## config.mk

```make
export PLATFORM = sky130hd
export DESIGN_NAME = ili9341_parallel8
export DESIGN_NICKNAME = d
export VERILOG_FILES = /design/src/rtl/ili9341_parallel8.sv
export SDC_FILE = /design/constraint.sdc
export NUM_CORES = 1
export LEC_CHECK = 0
export CAP_MARGIN = 20
export CORE_ASPECT_RATIO = 1.4
export CORE_MARGIN = 5
export CORE_UTILIZATION = 50
export CTS_CLUSTER_DIAMETER = 80
export CTS_CLUSTER_SIZE = 30
export DETAILED_ROUTE_END_ITERATION = 6
export PLACE_DENSITY = 0.75
export SKIP_LAST_GASP = 1
export SYNTH_ARGS = -nofsm -noshare
export SYNTH_HDL_FRONTEND = slang
export SYNTH_SLANG_ARGS = --single-unit
```

## constraint.sdc

```tcl
create_clock -name clk -period 6.8 [get_ports clk]
set_input_delay 1.36 -clock clk [delete_from_list [all_inputs] [get_ports clk]]
set_output_delay 1.36 -clock clk [all_outputs]
set_load 0.01 [all_outputs]
```

## src/rtl/ili9341_parallel8.sv

```systemverilog
// ili9341_parallel8 -- ILI9341 320x240 TFT driver over the 8080-style 8-bit bus.
//
// Sequence after reset: hold the panel reset low, wait, play the init command
// ROM (with long waits after software reset and sleep-out), then stream RGB565
// pixels, one per 4-clock slot, while the upstream asserts write.
//
// Ports:
//   clk, rst_n            clock (rising edge), asynchronous active-low reset
//   vblank                frame resync request, sampled at slot start
//   write                 pixel valid for the current slot, sampled at slot start
//   col_r/col_g/col_b     8-bit colour, sampled at slot start
//   lcd_rst/lcd_cs        panel reset / chip select (both active low)
//   lcd_rs                0 = command byte, 1 = data byte
//   lcd_wr                write strobe, the panel latches on its rising edge
//   lcd_rd                read strobe, tied high
//   data                  bus byte
//   initialized           high once the init ROM has been sent, until reset
//   hsync/vsync           one-clock end-of-line / end-of-frame pulses
//
// Handshake: the bus has no back-pressure. A byte is phase A (data/lcd_rs
// driven, lcd_wr=0) followed by phase B (lcd_wr=1, data/lcd_rs held), with no
// idle cycle between bytes. Upstream offers a pixel by holding write=1 at a
// slot start; a slot with write=0 sends nothing and leaves x/y untouched.
//
// Build option: define ILI9341_BGR_EN to program MADCTL with BGR colour order
// (0x28); by default MADCTL is 0x20 (row/column exchange, RGB order).
//
// The FSM state is held in state_q for hierarchical observation.

module ili9341_parallel8 #(
  parameter int RST_LOW_CYCLES    = 100,
  parameter int RST_WAIT_CYCLES   = 1200000,
  parameter int SLEEP_WAIT_CYCLES = 1200000,
  parameter int H_PIXELS          = 320,
  parameter int V_LINES           = 240
) (
  input  logic       clk,
  input  logic       rst_n,
  input  logic       vblank,
  input  logic       write,
  input  logic [7:0] col_r,
  input  logic [7:0] col_g,
  input  logic [7:0] col_b,
  output logic       lcd_rst,
  output logic       lcd_cs,
  output logic       lcd_rs,
  output logic       lcd_wr,
  output logic       lcd_rd,
  output logic [7:0] data,
  output logic       initialized,
  output logic       hsync,
  output logic       vsync
);

`ifdef ILI9341_BGR_EN
  localparam logic [7:0] MADCTL = 8'h28;
`else
  localparam logic [7:0] MADCTL = 8'h20;
`endif

  localparam int ROM_LEN = 18;
  localparam int XW = $clog2(H_PIXELS + 1);
  localparam int YW = $clog2(V_LINES + 1);
  localparam logic [XW-1:0] X_LAST = XW'(H_PIXELS - 1);
  localparam logic [YW-1:0] Y_LAST = YW'(V_LINES - 1);

  typedef enum logic [1:0] {S_HW_RST, S_WAIT, S_INIT, S_STREAM} state_e;
  typedef enum logic [1:0] {M_IDLE, M_PIX, M_CMD} mode_e;

  // Init ROM entry: {wait code, dc, byte}. Wait code 1 = reset wait, 2 = sleep wait.
  function automatic logic [10:0] rom_entry(input logic [4:0] i);
    case (i)
      5'd0:    rom_entry = {2'd1, 1'b0, 8'h01};
      5'd1:    rom_entry = {2'd2, 1'b0, 8'h11};
      5'd2:    rom_entry = {2'd0, 1'b0, 8'h3A};
      5'd3:    rom_entry = {2'd0, 1'b1, 8'h55};
      5'd4:    rom_entry = {2'd0, 1'b0, 8'h36};
      5'd5:    rom_entry = {2'd0, 1'b1, MADCTL};
      5'd6:    rom_entry = {2'd0, 1'b0, 8'h29};
      5'd7:    rom_entry = {2'd0, 1'b0, 8'h2A};
      5'd8:    rom_entry = {2'd0, 1'b1, 8'h00};
      5'd9:    rom_entry = {2'd0, 1'b1, 8'h00};
      5'd10:   rom_entry = {2'd0, 1'b1, 8'h01};
      5'd11:   rom_entry = {2'd0, 1'b1, 8'h3F};
      5'd12:   rom_entry = {2'd0, 1'b0, 8'h2B};
      5'd13:   rom_entry = {2'd0, 1'b1, 8'h00};
      5'd14:   rom_entry = {2'd0, 1'b1, 8'h00};
      5'd15:   rom_entry = {2'd0, 1'b1, 8'h00};
      5'd16:   rom_entry = {2'd0, 1'b1, 8'hEF};
      default: rom_entry = {2'd0, 1'b0, 8'h2C};
    endcase
  endfunction

  state_e        state_q, state_d;
  mode_e         mode_q, mode_d;
  logic [31:0]   cnt_q, cnt_d;
  logic          wait_sel_q, wait_sel_d;
  logic [4:0]    idx_q, idx_d;
  logic          phase_q, phase_d;
  logic [1:0]    slot_q, slot_d;
  logic [XW-1:0] x_q, x_d;
  logic [YW-1:0] y_q, y_d;
  logic [7:0]    lo_q, lo_d;
  logic          lcd_rst_q, lcd_rst_d, lcd_cs_q, lcd_cs_d, lcd_rs_q, lcd_rs_d;
  logic          lcd_wr_q, lcd_wr_d, init_q, init_d, hsync_q, hsync_d, vsync_q, vsync_d;
  logic [7:0]    data_q, data_d;

  logic [10:0] ent;
  logic [31:0] wait_last;
  logic [7:0]  px_hi, px_lo;
  logic        unused_col;

  assign ent       = rom_entry(idx_q);
  assign wait_last = wait_sel_q ? 32'(SLEEP_WAIT_CYCLES - 1) : 32'(RST_WAIT_CYCLES - 1);
  assign px_hi     = {col_r[7:3], col_g[7:5]};
  assign px_lo     = {col_g[4:2], col_b[7:3]};
  // RGB565 drops the low colour bits.
  assign unused_col = &{1'b0, col_r[2:0], col_g[1:0], col_b[2:0]};

  always_comb begin
    state_d    = state_q;
    mode_d     = mode_q;
    cnt_d      = cnt_q;
    wait_sel_d = wait_sel_q;
    idx_d      = idx_q;
    phase_d    = phase_q;
    slot_d     = slot_q;
    x_d        = x_q;
    y_d        = y_q;
    lo_d       = lo_q;
    lcd_rst_d  = lcd_rst_q;
    lcd_cs_d   = lcd_cs_q;
    lcd_rs_d   = lcd_rs_q;
    lcd_wr_d   = lcd_wr_q;
    data_d     = data_q;
    init_d     = init_q;
    hsync_d    = 1'b0;
    vsync_d    = 1'b0;
    case (state_q)
      S_HW_RST: begin
        if (cnt_q == 32'(RST_LOW_CYCLES - 1)) begin
          lcd_rst_d  = 1'b1;
          lcd_cs_d   = 1'b0;
          cnt_d      = '0;
          wait_sel_d = 1'b0;
          state_d    = S_WAIT;
        end else begin
          cnt_d = cnt_q + 32'd1;
        end
      end
      S_WAIT: begin
        if (cnt_q == wait_last) begin
          cnt_d   = '0;
          state_d = S_INIT;
        end else begin
          cnt_d = cnt_q + 32'd1;
        end
      end
      S_INIT: begin
        if (idx_q == 5'(ROM_LEN)) begin
          // Clock after the last phase B: hand over to pixel streaming.
          init_d   = 1'b1;
          lcd_rs_d = 1'b1;
          slot_d   = '0;
          state_d  = S_STREAM;
        end else if (!phase_q) begin
          data_d   = ent[7:0];
          lcd_rs_d = ent[8];
          lcd_wr_d = 1'b0;
          phase_d  = 1'b1;
        end else begin
          lcd_wr_d = 1'b1;
          phase_d  = 1'b0;
          idx_d    = idx_q + 5'd1;
          if (ent[10:9] != 2'd0) begin
            cnt_d      = '0;
            wait_sel_d = ent[10];
            state_d    = S_WAIT;
          end
        end
      end
      default: begin  // S_STREAM
        slot_d = slot_q + 2'd1;
        case (slot_q)
          2'd0: begin
            mode_d = M_IDLE;
            // vblank wins over write; a resync at (0,0) would be a no-op.
            if (vblank && (x_q != '0 || y_q != '0)) begin
              mode_d   = M_CMD;
              data_d   = 8'h2C;
              lcd_rs_d = 1'b0;
              lcd_wr_d = 1'b0;
            end else if (write) begin
              mode_d   = M_PIX;
              data_d   = px_hi;
              lo_d     = px_lo;
              lcd_rs_d = 1'b1;
              lcd_wr_d = 1'b0;
            end
          end
          2'd1: begin
            lcd_wr_d = 1'b1;
            if (mode_q == M_CMD) begin
              x_d = '0;
              y_d = '0;
            end
          end
          2'd2: begin
            if (mode_q == M_PIX) begin
              data_d   = lo_q;
              lcd_wr_d = 1'b0;
            end
          end
          default: begin
            if (mode_q == M_PIX) begin
              lcd_wr_d = 1'b1;
              if (x_q == X_LAST) begin
                x_d     = '0;
                hsync_d = 1'b1;
                if (y_q == Y_LAST) begin
                  y_d     = '0;
                  vsync_d = 1'b1;
                end else begin
                  y_d = y_q + 1'b1;
                end
              end else begin
                x_d = x_q + 1'b1;
              end
            end
          end
        endcase
      end
    endcase
  end

  always_ff @(posedge clk or negedge rst_n) begin
    if (!rst_n) begin
      state_q    <= S_HW_RST;
      mode_q     <= M_IDLE;
      cnt_q      <= '0;
      wait_sel_q <= 1'b0;
      idx_q      <= '0;
      phase_q    <= 1'b0;
      slot_q     <= '0;
      x_q        <= '0;
      y_q        <= '0;
      lo_q       <= '0;
      lcd_rst_q  <= 1'b0;
      lcd_cs_q   <= 1'b1;
      lcd_rs_q   <= 1'b1;
      lcd_wr_q   <= 1'b1;
      data_q     <= '0;
      init_q     <= 1'b0;
      hsync_q    <= 1'b0;
      vsync_q    <= 1'b0;
    end else begin
      state_q    <= state_d;
      mode_q     <= mode_d;
      cnt_q      <= cnt_d;
      wait_sel_q <= wait_sel_d;
      idx_q      <= idx_d;
      phase_q    <= phase_d;
      slot_q     <= slot_d;
      x_q        <= x_d;
      y_q        <= y_d;
      lo_q       <= lo_d;
      lcd_rst_q  <= lcd_rst_d;
      lcd_cs_q   <= lcd_cs_d;
      lcd_rs_q   <= lcd_rs_d;
      lcd_wr_q   <= lcd_wr_d;
      data_q     <= data_d;
      init_q     <= init_d;
      hsync_q    <= hsync_d;
      vsync_q    <= vsync_d;
    end
  end

  assign lcd_rst     = lcd_rst_q;
  assign lcd_cs      = lcd_cs_q;
  assign lcd_rs      = lcd_rs_q;
  assign lcd_wr      = lcd_wr_q;
  assign lcd_rd      = 1'b1;
  assign data        = data_q;
  assign initialized = init_q;
  assign hsync       = hsync_q;
  assign vsync       = vsync_q;

endmodule

```

==> impl_metrics.toml <==
[route]
drt_iter0_drc = 194
drtAntennaViolNets = 0
drc = 0
vias_per_cell = 6.13
vias = 4437
routed_wl_mm = 11.6
met3_length_um = 488
wire_per_inst_um = 16.0
topRoutingLayerUsed = "met4"
dr.pass1.iters = 5
wl_met2_mm = 6.00
wl_met1_mm = 4.93

[die]
io_pins = 44
die_w_um = 95.9
die-height_um = 130
die_area_sq_um = 12500
start_util_pct = 50.4
rows = 44
core_area_sq_um = 10200

[clock_tree]
htree_levels = 3
cts.path.max_buffers = 2
clkTransAtPathRegs_ns = 0.06
clockRootBuffer = "clkbuf_16"
postCtsSetupRepairBufs = 0
post_cts_resize_count = 0
ctsHoldBuffers = 0
worst_skew_pair.late_latency_ns = 0.34
cts_tree = "done"
cts.sinks = 84
cts_buffers = 9

[hold_path]
min_from = "lcd_rst"
hp-class = "reg -> reg"

[synth]
synth_cell_types = 67
yosys-top-cells-area = "dfrtp_1 39%, ha_1 4.8%, nand2_1 3.7%"
yosysTopAreaCell = "dfrtp_1"
syn_nets = 617
ys_warn_count = 0
ys_seq_area_share_pct = 40.8
avgSynthCellArea_sq_um = 9.08
ys_ff_latch = 84
async_flop_share_pct = 100
netlist_top_cells_count = "81 x dfrtp_1, 51 x nand2_1, 38 x o21ai_0, 35 x inv_1, 29 x nor2_1"
synth.most_common_cell = "dfrtp_1"
postSynthCellCount = 569
synth_edf_count = 0
synthesis.area_sq_um = 5160
synth_ff_type = "dfrtp_1"
synth_top_area_share_pct = 39.3

[finish]
post-route-cell-area_sq_um = 5900
syn2layout_area_growth_pct = 14.3
layout-drive-gt1-share_pct = 8.87
diodes = 0
fillers = 899
multi_input_area_sq_um = 2770
nets = 629
register_area_sq_um = 2110
fin_util_pct = 57.7

[flow_run]
cap_violations = 0

[pwr]
p_per_area_nw_per_um2 = 190
p_total_mw = 1.12
p_leak_nw = 2.41
peakVddDrop_uv = 145

[run_status]
outcome = "completed"

[sta]
maxSlewHeadroom_pct = 31.3
fmax_ghz = 0.319
fin_setup_tns_ns = 0
rsz0062_at_grt = "false"
tightest_slew_ns = 1.03
final_max_slew_viol_count = 0
hold_viol = 0
period_share_pct = 46.1
period_needed_ns = 3.13
setup_violations = 0
fin_skew_ns = 0.00626

[placed_design]
numPortBuffers = 34
dp_hpwl_mm = 8.31
gp_congestion = 0.893
placed_area_sq_um = 5530

[global_route]
grt_pass1_vias = 4469
grt_pass1_wl_mm = 20.5
grt.total_usage_pct = 20.3
grt_max_degree = 60
grt-ovfl-total = 0
antenna_found_initial = 0

[worst_setup_path]
worstPathArrival_ns = 3.33
end_kind = "register"
rr_startpoint = "idx_q[3]"
cp_max_fo = 22
crit_start = "idx_q[3]"
cp.required_ns = 7.00
cp-start-kind = "register"
crit_type = "reg -> reg"
## through the flow
stage                     hold slack, ns  instances  worst slack (ns)
after floorplan                    0.468        569              4.28
after global routing               0.481        724              3.47
after global placement             0.444        707              3.68
final                              0.462        724              3.67
after CTS                          0.467        723              3.67
after detailed placement           0.454        707              3.67
## final cells by class
type	count	area share, %
inverters	35	2.23
well taps	138	2.92
clock inverters	6	2.31
repair buffers	37	6.06
clock buffers	10	3.88
flip-flops and latches	84	35.7
multi-input cells	414	46.9
## critical path, cell delays in order (launching register included)
cell     delay [ns]
dfrtp_1        0.59
or4b_1         0.58
o21a_1         0.39
or2_2          0.55
nor3_4         0.67
o21ai_0        0.19
## report_power, final
group          total (mW)  internal (mW)  leakage (nW)  switching, mW
Combinational      0.0255         0.0122          1.09         0.0133
Clock               0.599          0.397         0.173          0.202
Sequential          0.500          0.500          1.14              0
## state kept, by name, summed over array words and instances (netlist names), 2 cells and up
name,cells
cnt_q,32
data,8
idx_q,5
lo_q,8
mode_q,2
slot_q,2
state_q,2
x_q,9
y_q,8
## layout by cell type, fill, tap and decap left out, drive strengths merged, types with 4 or more instances in the layout
cell type / count
mux2: 13
inv: 35
or2: 6
a21o: 4
nand4: 12
a31o: 6
nand2: 51
clkdlybuf4s50: 33
a221o: 6
nand2b: 10
nor2: 29
nor3: 10
clkbuf: 11
bufinv: 4
a21oi: 25
nand3: 22
nor2b: 5
o211ai: 12
nor4: 21
o41ai: 6
a211o: 5
a31oi: 8
and3: 8
xnor2: 9
dfrtp: 81
and4: 6
o21ai: 38
or4: 8
or3: 9
o31ai: 17
nor4b: 6
ha: 20
## per-layer routing
layer / track usage, % / up-vias
met2: 35.3 / 92
met3: 4.09 / 21
met5: 0 / -
met4: 8.54 / 0
met1: 24.0 / 2182
li1: - / 2142
## logic make-up (layout without fill, tap and decap cells)
family / Yosys count / after routing / share of synthesized area, %
other: 1 / 1 / 0.0726
multiplexers: 17 / 17 / 3.85
XOR/XNOR: 10 / 10 / 1.70
AO/OA/AOI/OAI: 153 / 153 / 20.5
flip-flops: 84 / 84 / 40.8
buffers and inverters: 71 / 88 / 5.55
AND/OR/NAND/NOR: 213 / 213 / 22.8
adder cells (fa/ha/maj): 20 / 20 / 4.85
## worst paths after layout
path / cells past startpoint / end / slack, ns
min in group asynchronous: 1 / x_q[2] / 0.92
max: 5 / cnt_q[17] / 3.67
min reg2reg: 1 / lcd_rst / 0.46
max reg2reg: 5 / cnt_q[17] / 3.67
max in group asynchronous: 2 / cnt_q[12] / 4.81
min: 1 / lcd_rst / 0.46
Power figures use the tool's default switching activity.
